===== src/rtl/mux_arbiter.sv =====
// mux_arbiter: round-robin owner of the shared 4:1 result mux.
// Four requesters compete for the mux. The winner's index drives `control`, and its
// operand is captured into `result`. That register is offered downstream with a
// valid/ready handshake.
// Optional feature macro: MUX_ARB_LOCK_EN. When it is defined, a `lock` port lets the
// current owner keep the mux for at most four consecutive transfers.
module mux_arbiter #(
  parameter int WIDTH = 32
) (
  input  logic             clk,
  input  logic             reset,
  input  logic [3:0]       req,
  input  logic [WIDTH-1:0] zero_zero,
  input  logic [WIDTH-1:0] zero_one,
  input  logic [WIDTH-1:0] one_zero,
  input  logic [WIDTH-1:0] one_one,
`ifdef MUX_ARB_LOCK_EN
  input  logic [3:0]       lock,
`endif
  input  logic             out_ready,
  output logic [1:0]       control,
  output logic [3:0]       grant,
  output logic             out_valid,
  output logic [WIDTH-1:0] result
);

  typedef enum logic {
    IDLE = 1'b0,
    BUSY = 1'b1
  } state_t;

  state_t           state_q, state_d;
  logic [1:0]       control_q, control_d;
  logic [1:0]       lastPtr_q, lastPtr_d;
  logic [WIDTH-1:0] result_q, result_d;
`ifdef MUX_ARB_LOCK_EN
  logic [1:0]       lockCnt_q, lockCnt_d;
`endif

  logic [WIDTH-1:0] operand [4];
  logic [3:0]       eligible;
  logic [1:0]       prioBase;
  logic             lockHold;
  logic             found;
  logic [1:0]       pick;

  assign operand[0] = zero_zero;
  assign operand[1] = zero_one;
  assign operand[2] = one_zero;
  assign operand[3] = one_one;

  // Who may compete this edge: on an accept the owner is masked and becomes the new priority base.
  always_comb begin
    eligible = req;
    prioBase = lastPtr_q;
    lockHold = 1'b0;
    if (state_q == BUSY && out_ready) begin
      prioBase = control_q;
      eligible = req & ~(4'b0001 << control_q);
`ifdef MUX_ARB_LOCK_EN
      if (lock[control_q] && req[control_q]) begin
        if (lockCnt_q != 2'd3 || eligible == 4'b0000) begin
          lockHold = 1'b1;
        end
      end
`endif
    end
  end

  // Scan last+1 .. last+4 (mod 4) and take the first eligible requester.
  always_comb begin
    found = 1'b0;
    pick  = 2'd0;
    for (int off = 1; off <= 4; off++) begin
      logic [1:0] idx;
      idx = prioBase + 2'(off);
      if (!found && eligible[idx]) begin
        found = 1'b1;
        pick  = idx;
      end
    end
  end

  // Next-state logic: grant from IDLE, hold while stalled, and reload or retire on accept.
  always_comb begin
    state_d   = state_q;
    control_d = control_q;
    result_d  = result_q;
    lastPtr_d = lastPtr_q;
`ifdef MUX_ARB_LOCK_EN
    lockCnt_d = lockCnt_q;
`endif
    case (state_q)
      IDLE: begin
        if (found) begin
          state_d   = BUSY;
          control_d = pick;
          result_d  = operand[pick];
`ifdef MUX_ARB_LOCK_EN
          if (pick != control_q) begin
            lockCnt_d = 2'd0;
          end
`endif
        end
      end
      BUSY: begin
        if (out_ready) begin
          if (lockHold) begin
            result_d = operand[control_q];
`ifdef MUX_ARB_LOCK_EN
            if (lockCnt_q != 2'd3) begin
              lockCnt_d = lockCnt_q + 2'd1;
            end
`endif
          end else begin
            lastPtr_d = control_q;
            if (found) begin
              control_d = pick;
              result_d  = operand[pick];
`ifdef MUX_ARB_LOCK_EN
              lockCnt_d = 2'd0;
`endif
            end else begin
              state_d = IDLE;
            end
          end
        end
      end
      default: state_d = IDLE;
    endcase
  end

  // State registers; reset gives requester 0 first priority and drops any transfer in flight.
  always_ff @(posedge clk) begin
    if (reset) begin
      state_q   <= IDLE;
      control_q <= 2'd0;
      lastPtr_q <= 2'd3;
      result_q  <= '0;
`ifdef MUX_ARB_LOCK_EN
      lockCnt_q <= 2'd0;
`endif
    end else begin
      state_q   <= state_d;
      control_q <= control_d;
      lastPtr_q <= lastPtr_d;
      result_q  <= result_d;
`ifdef MUX_ARB_LOCK_EN
      lockCnt_q <= lockCnt_d;
`endif
    end
  end

  assign control   = control_q;
  assign result    = result_q;
  assign out_valid = (state_q == BUSY);
  assign grant     = out_valid ? (4'b0001 << control_q) : 4'b0000;

endmodule


===== config.mk =====
export PLATFORM = sky130hd
export DESIGN_NAME = mux_arbiter
export DESIGN_NICKNAME = d
export VERILOG_FILES = /design/src/rtl/mux_arbiter.sv
export SDC_FILE = /design/constraint.sdc
export NUM_CORES = 1
export LEC_CHECK = 0
export CORE_AREA = 2 2 84 86
export DETAILED_ROUTE_END_ITERATION = 10
export DIE_AREA = 0 0 86 88
export HOLD_SLACK_MARGIN = 0.03
export PLACE_DENSITY = 0.82
export SKIP_LAST_GASP = 1
export SLEW_MARGIN = 20
export SYNTH_ARGS = -nofsm -noshare
export SYNTH_HDL_FRONTEND = slang
export SYNTH_SLANG_ARGS = --single-unit
export TNS_END_PERCENT = 1

===== constraint.sdc =====
create_clock -name clk -period 4.82 [get_ports clk]
set_input_delay 0.723 -clock clk [delete_from_list [all_inputs] [get_ports clk]]
set_output_delay 0.723 -clock clk [all_outputs]
set_load 0.05 [all_outputs]

Word level (Yosys, flattened, before mapping):

Index checks and enable logic that the tools add are counted.

* output and inout port bits: 39
* register bits after elaboration: 37

* equality and inequality tests: 1
* muxes and demuxes: 31
* bitwise gates (word level): 4
* magnitude comparators: 5
* reductions and logical operators: 8
* add/subtract/negate cells: 3
* shifts and indexed selects: 1

Operators with widths (count)
* $mux W32: 4
* $bmux W32 S2: 1
* $pmux W32 S2: 1
* $mux W2: 7
* $lt A2 B3 Y1 const B: 4
* $mux W1: 10
* $bmux W1 S2: 4
* $mux W4: 2
* $add A2 B2 Y2 const B: 2
* $and A4 B4 Y4: 1
* $logic_and A1 B1 Y1: 4
* $not A4 Y4: 1
* $pmux W2 S2: 1
* $shl A1 B2 Y4 const A: 1
* $ge A3 B3 Y1 const B: 1
* $logic_not A1 Y1: 3
* $not A2 Y3: 1
* $add A2 B1 Y2 const B: 1
* $ne A2 B2 Y1 const B: 1
* $pmux W1 S2: 1
* $reduce_and A2 Y1: 1
* $not A1 Y1: 1

Longest topological paths before layout:

* word-level depth: 23
* depth in mapped cells: 9
* gate-level depth less buffers: 6

Worst setup path before layout:

Ideal clock, no wire load.

* kind: register -> output
* from: register state_q (netlist: out_valid)
* to: output grant[0]
* setup slack: 2.024 ns
* cell stages (with the launch flop): 3
* required time: 4.097 ns
* data arrival time: 2.073 ns
* path through: dfxtp_1 -> buf_2 -> nor3b_1

* cells in the longest elaborated chain, start to end: 1

Ends and longest elaborated chain
* from (decl): RTL line 32 `state_t state_q, state_d;`
* from (signal assigned): RTL line 144 `state_q <= state_d;`
* $mux W4: RTL line 157 `assign grant = out_valid ? (4'b0001 << control_q) : 4'b0000;`
* to (decl): RTL line 22 `output logic [3:0] grant,`

Every way passes these cells.

Final worst setup path:

* from: input req[2]
* to: register result_q[15] (netlist: result[15])

* cells in the longest elaborated chain, start to end: 21
* elaborated cells on any way between the ends: 31
* classes of those cells: mux (23); bitwise (2); reduce/logical (6)

Ends and longest elaborated chain
* from (decl): RTL line 12 `input logic [3:0] req,`
* $and A4 B4 Y4: RTL line 59 `eligible = req & ~(4'b0001 << control_q);`
* $mux W4 (*): RTL line 57 `if (state_q == BUSY && out_ready) begin`
* $bmux W1 S2: RTL line 77 `if (!found && eligible[idx]) begin`
* $mux W1 (implied by the code): RTL line 77
* $mux W1: RTL line 77
* $logic_not A1 Y1: RTL line 77
* $logic_and A1 B1 Y1: RTL line 77
* $mux W1: RTL line 77
* [... 4 more ...]
* $logic_and A1 B1 Y1: RTL line 77
* $mux W2: RTL line 77
* $not A2 Y3 (implied by the code): RTL line 98, 119
* $bmux W32 S2: RTL line 98, 119
* $mux W32 (implied by the code) (2 in a row): RTL line 98, 119
* $mux W32 (*): RTL line 95, 117
* $mux W32: RTL line 107 `if (out_ready) begin`
* $pmux W32 S2 (*): RTL line 93 `case (state_q)`
* to (signal assigned): RTL line 147 `result_q <= result_d;`
* to (decl): RTL line 35 `logic [WIDTH-1:0] result_q, result_d;`

Every way passes the cells marked *; elsewhere a longest branch is shown, timed or not. The select of a mux whose other input is x is not followed.
A chain may end at the register's enable or synchronous reset.

==> reports/metrics.csv <==
stage,metric,value,unit
run_status,status,completed,
synthesis,largest area contributor in the netlist,dfxtp_1,
setup_path,crit path DAT,3.46,ns
grt,vias in the first global route,2551,
routing,final antenna-violating net count,0,
power_and_ir_drop,pwr/cell area,282,nW/µm²
clock_network,TritonCTS clock tree,yes,
setup_path,Critical Path Fanout Max,22,
power_and_ir_drop,Peak VDD IR,124,µV
synthesis,post-synth top area share,29.2,%
synthesis,mapped cell area,2530,µm²
synthesis,multiplexer area fraction after synthesis,26.7,%
synthesis,Post-Synth Simple-Gate Area,12.4,%
finish,Util after Layout,65.1,%
floorplan,Starting Density,38.1,%
setup_path,critical path type,in -> reg,
finish,design area,4330,µm²
synthesis,yosys warns,0,
synthesis,sequential area share after synthesis,29.2,%
synthesis,synth unique cells,38,
sta,Max Fclk,301,MHz
setup_path,"CP delay by family, top",compound AO/OA/AOI/OAI gates,
grt,initial antenna violation count,0,
finish,ANT cells,0,
routing,Initial DRC Count,77,
sta,actual slew at the worst max-slew pin,0.933,ns
grt,first-pass GRT wire length,12.6,mm
sta,min Tclk post-route,3.33,ns
synthesis,syn avg cell area,10.8,µm²
routing,Residual DRC,0,
setup_path,CP required,4.95,ns
setup_path,slowest CP cell,o21ai_4,
synthesis,Seq cells post-synth,37,
placed_design,routability cong.,0.826,
synthesis,cell count after synthesis,235,
floorplan,io pins,174,
setup_path,Setup crit end kind,register,
sta,fin worst setup slack,1.49,ns
floorplan,Core Area,6640,µm²
power_and_ir_drop,Comb pwr share,50.7,%
power_and_ir_drop,Seq pwr share,31.2,%
worst_hold_path,Hold Crit Class,reg -> reg,
sta,clk_skew,0.00632,ns
grt,GRT Total Usage,21.1,%
sta,final hold slack,0.500,ns
floorplan,Site Rows,30,
clock_network,Root Driver,clkbuf_8,
clock_network,post_cts resized,0,
finish,Area growth syn-to-layout,70.7,%
placed_design,DP HPWL,6.50,mm
finish,post-route insts no fill,477,
routing,drt via density,5.30,
sta,Final Slew Violations,0,
clock_network,clock slew at reported path FFs,0.07,ns
power_and_ir_drop,switching part of the total,39.3,%
synthesis,xor/xnor share of the synthesized area,0,%
routing,drt first pass iters,4,
setup_path,startpoint type of the worst setup path,primary input,
synthesis,Post-Syn Nets,370,
setup_path,worst path cell trace,clkdlybuf4s50_1 > mux2_4 > o32a_4 > o21ai_4 > nor2_1 > nand2b_1 > o221ai_1,
power_and_ir_drop,leakage,1.69,nW
sta,Setup-failing EPs final,0,
power_and_ir_drop,total power,1.22,mW
routing,final wirelength,8.29,mm
sta,Fin. Hold Viols,0,
floorplan,Die Width,86,µm
synthesis,complex-gate fraction of the synthesized area,25.6,%
synthesis,main combinational cell family by area after synthesis,multiplexers,
job,max-cap violations,0,
sta,Slew HR,37.6,%
clock_network,clk sink count,37,
floorplan,Die ar.,7570,µm²
power_and_ir_drop,Switch Pwr,0.479,mW
sta,final period utilization,69.0,%
power_and_ir_drop,Pint,0.741,mW
synthesis,top post-synthesis cells by area,"dfxtp_1 (29%), mux2i_1 (26%), a221oi_2 (9.5%), o221ai_1 (5.9%), nand3b_1 (5.0%)",
clock_network,post-CTS setup buffer count,0,
clock_network,H-tree lvl count,2,
placed_design,placed inst area,4240,µm²
placed_design,pre-CTS WS,1.23,ns
clock_network,Hold Buf Count CTS,0,
routing,via count,2530,
clock_network,CTS Buf Count,5,
sta,RSZ-0062 raised after global routing,false,
clock_network,worst skew pair latency,0.28,ns
finish,layout net count,532,
sta,setup tns final,0,ns
setup_path,R2R Setup Slk,1.84,ns
placed_design,PortBufs,173,
power_and_ir_drop,Clock power frac,18.2,%
finish,share of post-route cells with drive strength above 1,8.82,%
grt,grt total ovfl,0,
grt,largest net degree at the start of global routing,39,
setup_path,buffers and inverters on the worst path,1,
placed_design,Cells after DPL,470,
clock_network,CTS Buffer Depth,2,
floorplan,Die H,88,µm
synthesis,adder-cell share of the synthesized area,0,%
routing,Avg WL per Cell,17.4,µm
setup_path,"Largest stage delay, worst path",0.57,ns
finish,Fill cells,578,
-- logic make-up (layout without fill, tap and decap cells) --
family,count (synthesis),in the layout
multiplexers,67,67
AO/OA/AOI/OAI,64,64
AND/OR/NAND/NOR,45,45
flip-flops,37,37
buffers and inverters,22,184
-- sequential cells by signal, summed over array words and instances (netlist names) --
signal	cells
result	32
out_valid	1
control	2
lastPtr_q	2
-- path summary, 6_finish.rpt --
| path | from | endpoint | cells after the start |
|---|---|---|---|
| min reg2reg | lastPtr_q[0] | lastPtr_q[0] | 1 |
| min | lastPtr_q[0] | lastPtr_q[0] | 1 |
| max | req[2] | result[15] | 7 |
| max reg2reg | control[1] | result[15] | 6 |
-- synthesized netlist by cell type, drive strengths merged --
cell type / count
buf: 16
nor3: 2
o21a: 2
a221oi: 16
inv: 1
dfxtp: 37
a21oi: 3
nor2: 8
o221ai: 17
nor3b: 1
o311ai: 1
and3: 3
nand3b: 17
clkbuf: 5
mux2i: 66
nand2: 4
nand4b: 2
or3: 1
nand2b: 5
o21bai: 15
o32a: 1
a211o: 1
o21ai: 6
mux2: 1
a22oi: 1
and2: 1
and3b: 1
a21boi: 1
-- power by group through the flow --
| stage | combinational (mW) | clock, mW | sequential (mW) |
|---|---|---|---|
| after global placement | 0.613 | 0 | 0.385 |
| after CTS | 0.623 | 0.224 | 0.380 |
| after floorplan | 0.252 | 0 | 0.527 |
| after detailed placement | 0.622 | 0 | 0.386 |
| final | 0.618 | 0.222 | 0.380 |
| after global routing | 0.649 | 0.236 | 0.386 |
-- area by class of cell --
class / count / area, µm² / area share [%]
sequential: 37 / 741 / 17.1
tap: 80 / 100 / 2.31
inverter: 1 / 3.75 / 0.0868
multi-input combinational: 176 / 1640 / 37.9
timing repair buffer: 176 / 1750 / 40.6
clock buffer: 7 / 86.3 / 2.00
-- per-layer routing --
layer | vias to the layer above | GRT usage [%] | routed length, µm
li1 | 1247 | - | -
met1 | 1207 | 25.3 | 3330
met2 | 71 | 39.1 | 4590
met3 | 5 | 4.52 | 328
met4 | 0 | 3.61 | 46
met5 | - | 0 | 0
-- cells in the final DEF (no fill, tap or decap), types with 2 or more instances in the layout --
master,Yosys,final
a21oi_1,2,2
a221oi_2,16,16
and3_1,3,3
buf_4,3,3
clkbuf_8,0,6
clkdlybuf4s50_1,0,173
dfxtp_1,37,37
mux2i_1,66,66
nand2_1,3,3
nand2b_1,4,4
nand3b_1,17,17
nand4b_1,2,2
nor2_1,6,6
nor2_4,2,2
o21a_1,2,2
o21ai_0,2,2
o21ai_1,3,3
o21bai_1,15,15
o221ai_1,17,17
-- worst reg2reg max path, stage by stage, from the launching register on --
cell and delay (ns):
dfxtp_1 0.55, mux2_4 0.35, o32a_4 0.39, o21ai_4 0.57
nor2_1 0.16, nand2b_1 0.55, o221ai_1 0.25
Power figures use the tool's default switching activity.
